File: src/rtl/apb_completer_regs.sv
// APB3/APB4 completer with a small byte-strobed register file and a fixed
// number of access-phase wait states. pready, pslverr and prdata are decoded
// from registered state only; protocol_err is a registered one-cycle pulse
// that appears in the cycle after the offending requester behaviour.
module apb_completer_regs #(
    parameter int unsigned ADDR_WIDTH  = 8,
    parameter int unsigned DATA_WIDTH  = 32,
    parameter int unsigned NUM_REGS    = 16,
    parameter int unsigned WAIT_CYCLES = 1
) (
    input  logic                    clock,
    input  logic                    reset,
    input  logic                    psel,
    input  logic                    penable,
    input  logic                    pwrite,
    input  logic [ADDR_WIDTH-1:0]   paddr,
    input  logic [DATA_WIDTH-1:0]   pwdata,
    input  logic [DATA_WIDTH/8-1:0] pstrb,
    output logic [DATA_WIDTH-1:0]   prdata,
    output logic                    pready,
    output logic                    pslverr,
    output logic                    protocol_err
);

    localparam int unsigned STRB_WIDTH = DATA_WIDTH / 8;
    localparam int unsigned IDX_WIDTH  = ADDR_WIDTH - 2;

    typedef enum logic [0:0] {
        StIdle,
        StAccess
    } state_e;

    state_e                  state_q, state_d;
    logic [ADDR_WIDTH-1:0]   addr_q, addr_d;
    logic                    write_q, write_d;
    logic [DATA_WIDTH-1:0]   wdata_q, wdata_d;
    logic [STRB_WIDTH-1:0]   strb_q, strb_d;
    logic [3:0]              wait_cnt_q, wait_cnt_d;
    logic                    prot_err_q, prot_err_d;

    logic [DATA_WIDTH-1:0]   regs_q [NUM_REGS];

    logic [IDX_WIDTH-1:0]    idx;
    logic                    addr_err;
    logic                    done;
    logic                    commit;
    logic                    mismatch;
    logic [DATA_WIDTH-1:0]   rd_word;

    // Decode of the latched transfer; the live bus is only compared, never used.
    assign idx      = addr_q[ADDR_WIDTH-1:2];
    assign addr_err = (32'(idx) >= NUM_REGS) || (addr_q[1:0] != 2'b00);

    // Completion cycle: in ACCESS with the wait counter exhausted.
    assign done     = (state_q == StAccess) && (wait_cnt_q == 4'd0);

    // Writes land only on a real completion edge with a legal address.
    assign commit   = done && psel && penable && write_q && !addr_err;

    assign mismatch = (paddr != addr_q) || (pwrite != write_q) || (pwdata != wdata_q);

    // Next-state logic: setup capture, wait countdown, abort and violation detection.
    always_comb begin
        state_d    = state_q;
        addr_d     = addr_q;
        write_d    = write_q;
        wdata_d    = wdata_q;
        strb_d     = strb_q;
        wait_cnt_d = wait_cnt_q;
        prot_err_d = 1'b0;

        unique case (state_q)
            StIdle: begin
                if (penable) begin
                    // Access phase without a preceding setup phase.
                    prot_err_d = 1'b1;
                end else if (psel) begin
                    addr_d     = paddr;
                    write_d    = pwrite;
                    wdata_d    = pwdata;
                    strb_d     = pstrb;
                    wait_cnt_d = 4'(WAIT_CYCLES);
                    state_d    = StAccess;
                end
            end
            StAccess: begin
                if (!psel || !penable) begin
                    // Requester abandoned the transfer: drop it without writing.
                    prot_err_d = 1'b1;
                    state_d    = StIdle;
                end else begin
                    // Changed request fields are flagged but the latched copy still wins.
                    if (mismatch) begin
                        prot_err_d = 1'b1;
                    end
                    if (wait_cnt_q != 4'd0) begin
                        wait_cnt_d = wait_cnt_q - 4'd1;
                    end else begin
                        state_d = StIdle;
                    end
                end
            end
            default: begin
                state_d = StIdle;
            end
        endcase
    end

    // Control and latched-request registers with synchronous reset.
    always_ff @(posedge clock) begin
        if (reset) begin
            state_q    <= StIdle;
            addr_q     <= '0;
            write_q    <= 1'b0;
            wdata_q    <= '0;
            strb_q     <= '0;
            wait_cnt_q <= 4'd0;
            prot_err_q <= 1'b0;
        end else begin
            state_q    <= state_d;
            addr_q     <= addr_d;
            write_q    <= write_d;
            wdata_q    <= wdata_d;
            strb_q     <= strb_d;
            wait_cnt_q <= wait_cnt_d;
            prot_err_q <= prot_err_d;
        end
    end

    // Register file: byte-strobed commit on the completion edge; reset clears everything.
    always_ff @(posedge clock) begin
        if (reset) begin
            for (int unsigned i = 0; i < NUM_REGS; i++) begin
                regs_q[i] <= '0;
            end
        end else if (commit) begin
            for (int unsigned i = 0; i < NUM_REGS; i++) begin
                if (32'(idx) == i) begin
                    for (int unsigned b = 0; b < STRB_WIDTH; b++) begin
                        if (strb_q[b]) begin
                            regs_q[i][8*b +: 8] <= wdata_q[8*b +: 8];
                        end
                    end
                end
            end
        end
    end

    // Read mux over the register file using the latched index.
    always_comb begin
        rd_word = '0;
        for (int unsigned i = 0; i < NUM_REGS; i++) begin
            if (32'(idx) == i) begin
                rd_word = regs_q[i];
            end
        end
    end

    // Outputs come from registered state only.
    always_comb begin
        pready       = done;
        pslverr      = done && addr_err;
        prdata       = (done && !write_q && !addr_err) ? rd_word : '0;
        protocol_err = prot_err_q;
    end

endmodule

File: config.mk
export PLATFORM = sky130hd
export DESIGN_NAME = apb_completer_regs
export DESIGN_NICKNAME = d
export VERILOG_FILES = /design/src/rtl/apb_completer_regs.sv
export SDC_FILE = /design/constraint.sdc
export NUM_CORES = 1
export LEC_CHECK = 0
export CAP_MARGIN = 10
export CORE_UTILIZATION = 44
export CTS_BUF_LIST = sky130_fd_sc_hd__clkbuf_4 sky130_fd_sc_hd__clkbuf_8
export CTS_CLUSTER_SIZE = 30
export DETAILED_ROUTE_END_ITERATION = 12
export GPL_ROUTABILITY_DRIVEN = 1
export HOLD_SLACK_MARGIN = 0.12
export PLACE_DENSITY = 0.63
export SYNTH_ARGS = -nofsm -noshare
export SYNTH_HDL_FRONTEND = slang
export SYNTH_SLANG_ARGS = --single-unit
File: constraint.sdc
create_clock -name clock -period 3.3 [get_ports clock]
set_clock_uncertainty 0.05 [all_clocks]
set_input_delay 0.33 -clock clock [delete_from_list [all_inputs] [get_ports clock]]
set_output_delay 0.33 -clock clock [all_outputs]
set_load 0.01 [all_outputs]
==> impl_metrics.csv <==
group,metric,value,unit
outcome,status,"finished with violations",
outcome,violations,"negative setup slack",
setup_path,cp.depth,10,
clock_network,clk_pin_slew_worst_paths,60,ps
timing,period_needed,3580,ps
timing,rsz0062_at_grt,"yes",
setup_path,slowest_stage,"or4_4",
global_route,grt_max_degree,50,
die,core-area,0.0538,sq mm
yosys,yosys.area.top_type,"edfxtp_1",
yosys,yosysWarnings,0,
detailed_routing,drt_iter0_drc,2557,
pwr,clkPwrFrac,39.1,%
detailed_routing,vias_per_cell,6.03,
final_layout,fillers,4296,
global_route,first_global_vias,17827,
timing,tightest_slew,809,ps
setup_path,rr_startpoint,"addr_q[5]$_SDFFE_PP0P_",
placement,place.gp.congestion,0.934,
yosys,yosysTopAreaCellShare,64.2,%
setup_path,reg2reg_to,"regs_q[0][88]$_SDFFCE_PN0P_",
setup_path,start_kind,"flip-flop",
yosys,synth.area.top_cells,"edfxtp_1 64%, nor2_1 5.7%, dfxtp_1 4.3%",
clock_network,clkLatencyLatePin,690,ps
global_route,grt_pass1_wl,116000,microns
global_route,grt.total_usage,28.6,%
die,die_w,235,microns
setup_path,worstSetupPathType,"reg2out",
clock_network,clock-sinks,563,
setup_path,critPathTopFamily,"simple AND/OR/NAND/NOR gates",
setup_path,reg2reg_slack,240,ps
yosys,synth_area,0.0239,sq mm
die,ios,84,
pwr,swShare,23.7,%
yosys,syn-num-nets,2025,
final_layout,drive_gt1_share,26.1,%
detailed_routing,drc,0,
die,start_util,44.5,%
final_layout,register_area,0.0164,sq mm
global_route,overflow,0,
yosys,synth_commonest_cells,"512 x edfxtp_1, 363 x nor2_1, 189 x nand2_1",
yosys,synthMostInstantiatedCell,"edfxtp_1",
yosys,synthArstFlopShare,0,%
setup_path,path_buf_inv,4,
timing,fmax,279,MHz
clock_network,clock_tree.root_cell,"clkbuf_8",
setup_path,setup.worst_path.end,"prdata[11]",
pwr,ir_drop,0.284,mV
placement,place_ws,-151,ps
yosys,ys.flop_type,"edfxtp_1",
global_route,antenna_found_initial,0,
die,std_cell_rows,85,
setup_path,cpPeakStageDelay,630,ps
yosys,yosys.cell_types.count,66,
timing,slew_violations,0,
clock_network,cts_buffers,91,
clock_network,cts.path.max_buffers,3,
detailed_routing,first_pass_iters,6,
detailed_routing,drtAntennaViolNets,0,
setup_path,startpoint,"addr_q[5]$_SDFFE_PP0P_",
pwr,p_per_area,507,mW/mm^2
timing,finalHoldWorstSlack,158,ps
setup_path,cp-end-kind,"output pin",
setup_path,timing.critical_path.mode_cell,"buf_4",
clock_network,cts_tree,"yes",
final_layout,area_growth,27.7,%
timing,hold_violations,0,
worst_hold_path,hold_path_class,"in2reg",
final_layout,multi_input_area,0.00744,sq mm
run,drv_cap,0,
setup_path,rr_worst_depth,9,
yosys,synth-seq-cells,563,
setup_path,crit_arrival,3200,ps
setup_path,path_cells,"or4_4 -> nor2_4 -> buf_4 -> buf_4 -> a22oi_2 -> a31o_1 -> a222oi_1 -> buf_4 -> o221a_1 -> buf_2",
pwr,total_power,15.5,mW
pwr,p_switching,3.67,mW
pwr,p_leak,11.2,nW
yosys,synth.avg_cell_area,12.1,sq um
detailed_routing,post_drt_wl_per_cell,26.2,microns
yosys,synth_edf_count,512,
die,dieArea,0.0553,sq mm
clock_network,htreeDepth,3,
placement,dp_hpwl,52800,microns
final_layout,num_antenna_cells,0,
final_layout,nNetsFinal,2367,
detailed_routing,wl,80800,microns
setup_path,critPathRequiredTime,2920,ps
timing,fin_ws,-279,ps
setup_path,path_max_fanout,5,
die,die_h,235,microns
timing,setup_violations,31,
pwr,seqPwrFrac,52.9,%
detailed_routing,vias,18589,
yosys,synth_seq_area_share,68.5,%
placement,numPortBuffers,83,
yosys,syn_inst,1975,
timing,slew_headroom,46.1,%
pwr,combPwrFrac,8.0,%
pwr,p_int,11.8,mW
timing,finalCritPeriodShare,108,%
timing,tns,-3410,ps
## power groups by stage
| stage | sequential, mW | combinational [mW] | clock (mW) |
|---|---|---|---|
| floorplan | 8.26 | 0.517 | 0 |
| global placement | 8.32 | 0.957 | 0 |
| detailed placement | 8.32 | 0.969 | 0 |
| CTS | 8.18 | 1.12 | 6.07 |
| global route | 8.21 | 1.30 | 6.37 |
| finish | 8.20 | 1.24 | 6.06 |
## how the worst min path moves through the flow
stage	from	to	slack, ps	depth (start not counted)
2_1_floorplan	strb_q[0]$_SDFFE_PP0P_	strb_q[0]$_SDFFE_PP0P_	380	2
3_3_place_gp	strb_q[0]$_SDFFE_PP0P_	strb_q[0]$_SDFFE_PP0P_	400	2
3_5_place_dp	strb_q[0]$_SDFFE_PP0P_	strb_q[0]$_SDFFE_PP0P_	400	2
4_1_cts	pstrb[0]	strb_q[0]$_SDFFE_PP0P_	120	3
5_1_grt	pstrb[0]	strb_q[0]$_SDFFE_PP0P_	160	3
6_report	pstrb[3]	strb_q[3]$_SDFFE_PP0P_	160	3
## timing repair
action                                  CTS  global route
hold endpoints to repair                 20             0
gates cloned                              4             0
resized for setup                       298            86
hold buffers                              3             0
pin swaps                                98            83
setup buffers                            79            45
endpoints found under the setup margin   32            32
## sequential cells by signal, summed over array words and instances (netlist names)
signal / cells
wait_cnt_q: 4
regs_q: 512
addr_q: 8
strb_q: 4
state_q: 1
protocol_err: 1
wdata_q: 32
write_q: 1
## metrics by stage
stage / instance area, sq um / util, % / std cells
6_report: 30600 / 56.8 / 3083
5_1_grt: 30600 / 56.8 / 3083
4_1_cts: 29900 / 55.5 / 3045
3_5_place_dp: 26700 / 49.7 / 2801
3_3_place_gp: 26700 / 49.7 / 2801
2_1_floorplan: 23900 / - / 1975
## area by class of cell
cell class | count | area share [%]
clock buffers | 133 | 5.25
clock inverters | 30 | 0.573
inverters | 42 | 0.516
multi-input cells | 1227 | 24.3
flip-flops and latches | 563 | 53.7
well taps | 696 | 2.85
repair buffers | 392 | 12.8
## layer usage
metal | vias up | part of all wire [%] | GRT usage [%]
met4 | 0 | 4.3 | 12.3
met2 | 1273 | 45 | 44.1
met1 | 9134 | 39 | 39.0
met3 | 193 | 12 | 6.60
li1 | 7989 | - | -
met5 | - | 0 | 0
## kinds of logic after synthesis
logic type / synth area share, %
and+or+nand+nor: 14.5
DFF: 68.5
AOI/OAI and AO/OA: 11.7
buffers and inverters: 3.35
xor gates and xnor gates: 1.61
muxes: 0.303
adders and majority gates: 0.0523
## worst register-to-register path, cell delays in order (launching register included)
cell	delay (ps)
dfxtp_4	360
or4_4	630
buf_12	180
nor2_8	140
buf_12	140
buf_12	110
buf_6	100
buf_6	110
nand2_1	290
nand2b_1	570
## cell usage in the layout, fill, tap and decap left out, types with 9 or more instances in the layout
master           count
buf_2               26
nand2_1            183
a21o_1              24
a22oi_2             24
clkinv_1            22
edfxtp_1           512
a222oi_1            31
buf_8                9
a21oi_1             81
nand4_1             20
a22oi_1             77
nor3_1              21
buf_12              45
xor2_1              11
nor3_2              16
xnor2_1             33
nand3_1             17
buf_4              205
clkbuf_8            97
o21ai_0             43
clkdlybuf4s50_1     50
nand2b_1            75
clkbuf_4            36
nor2_4              15
dfxtp_1             45
nor2_1             352
inv_1               42
o22ai_1             41
buf_6               51
Power figures use the tool's default switching activity.
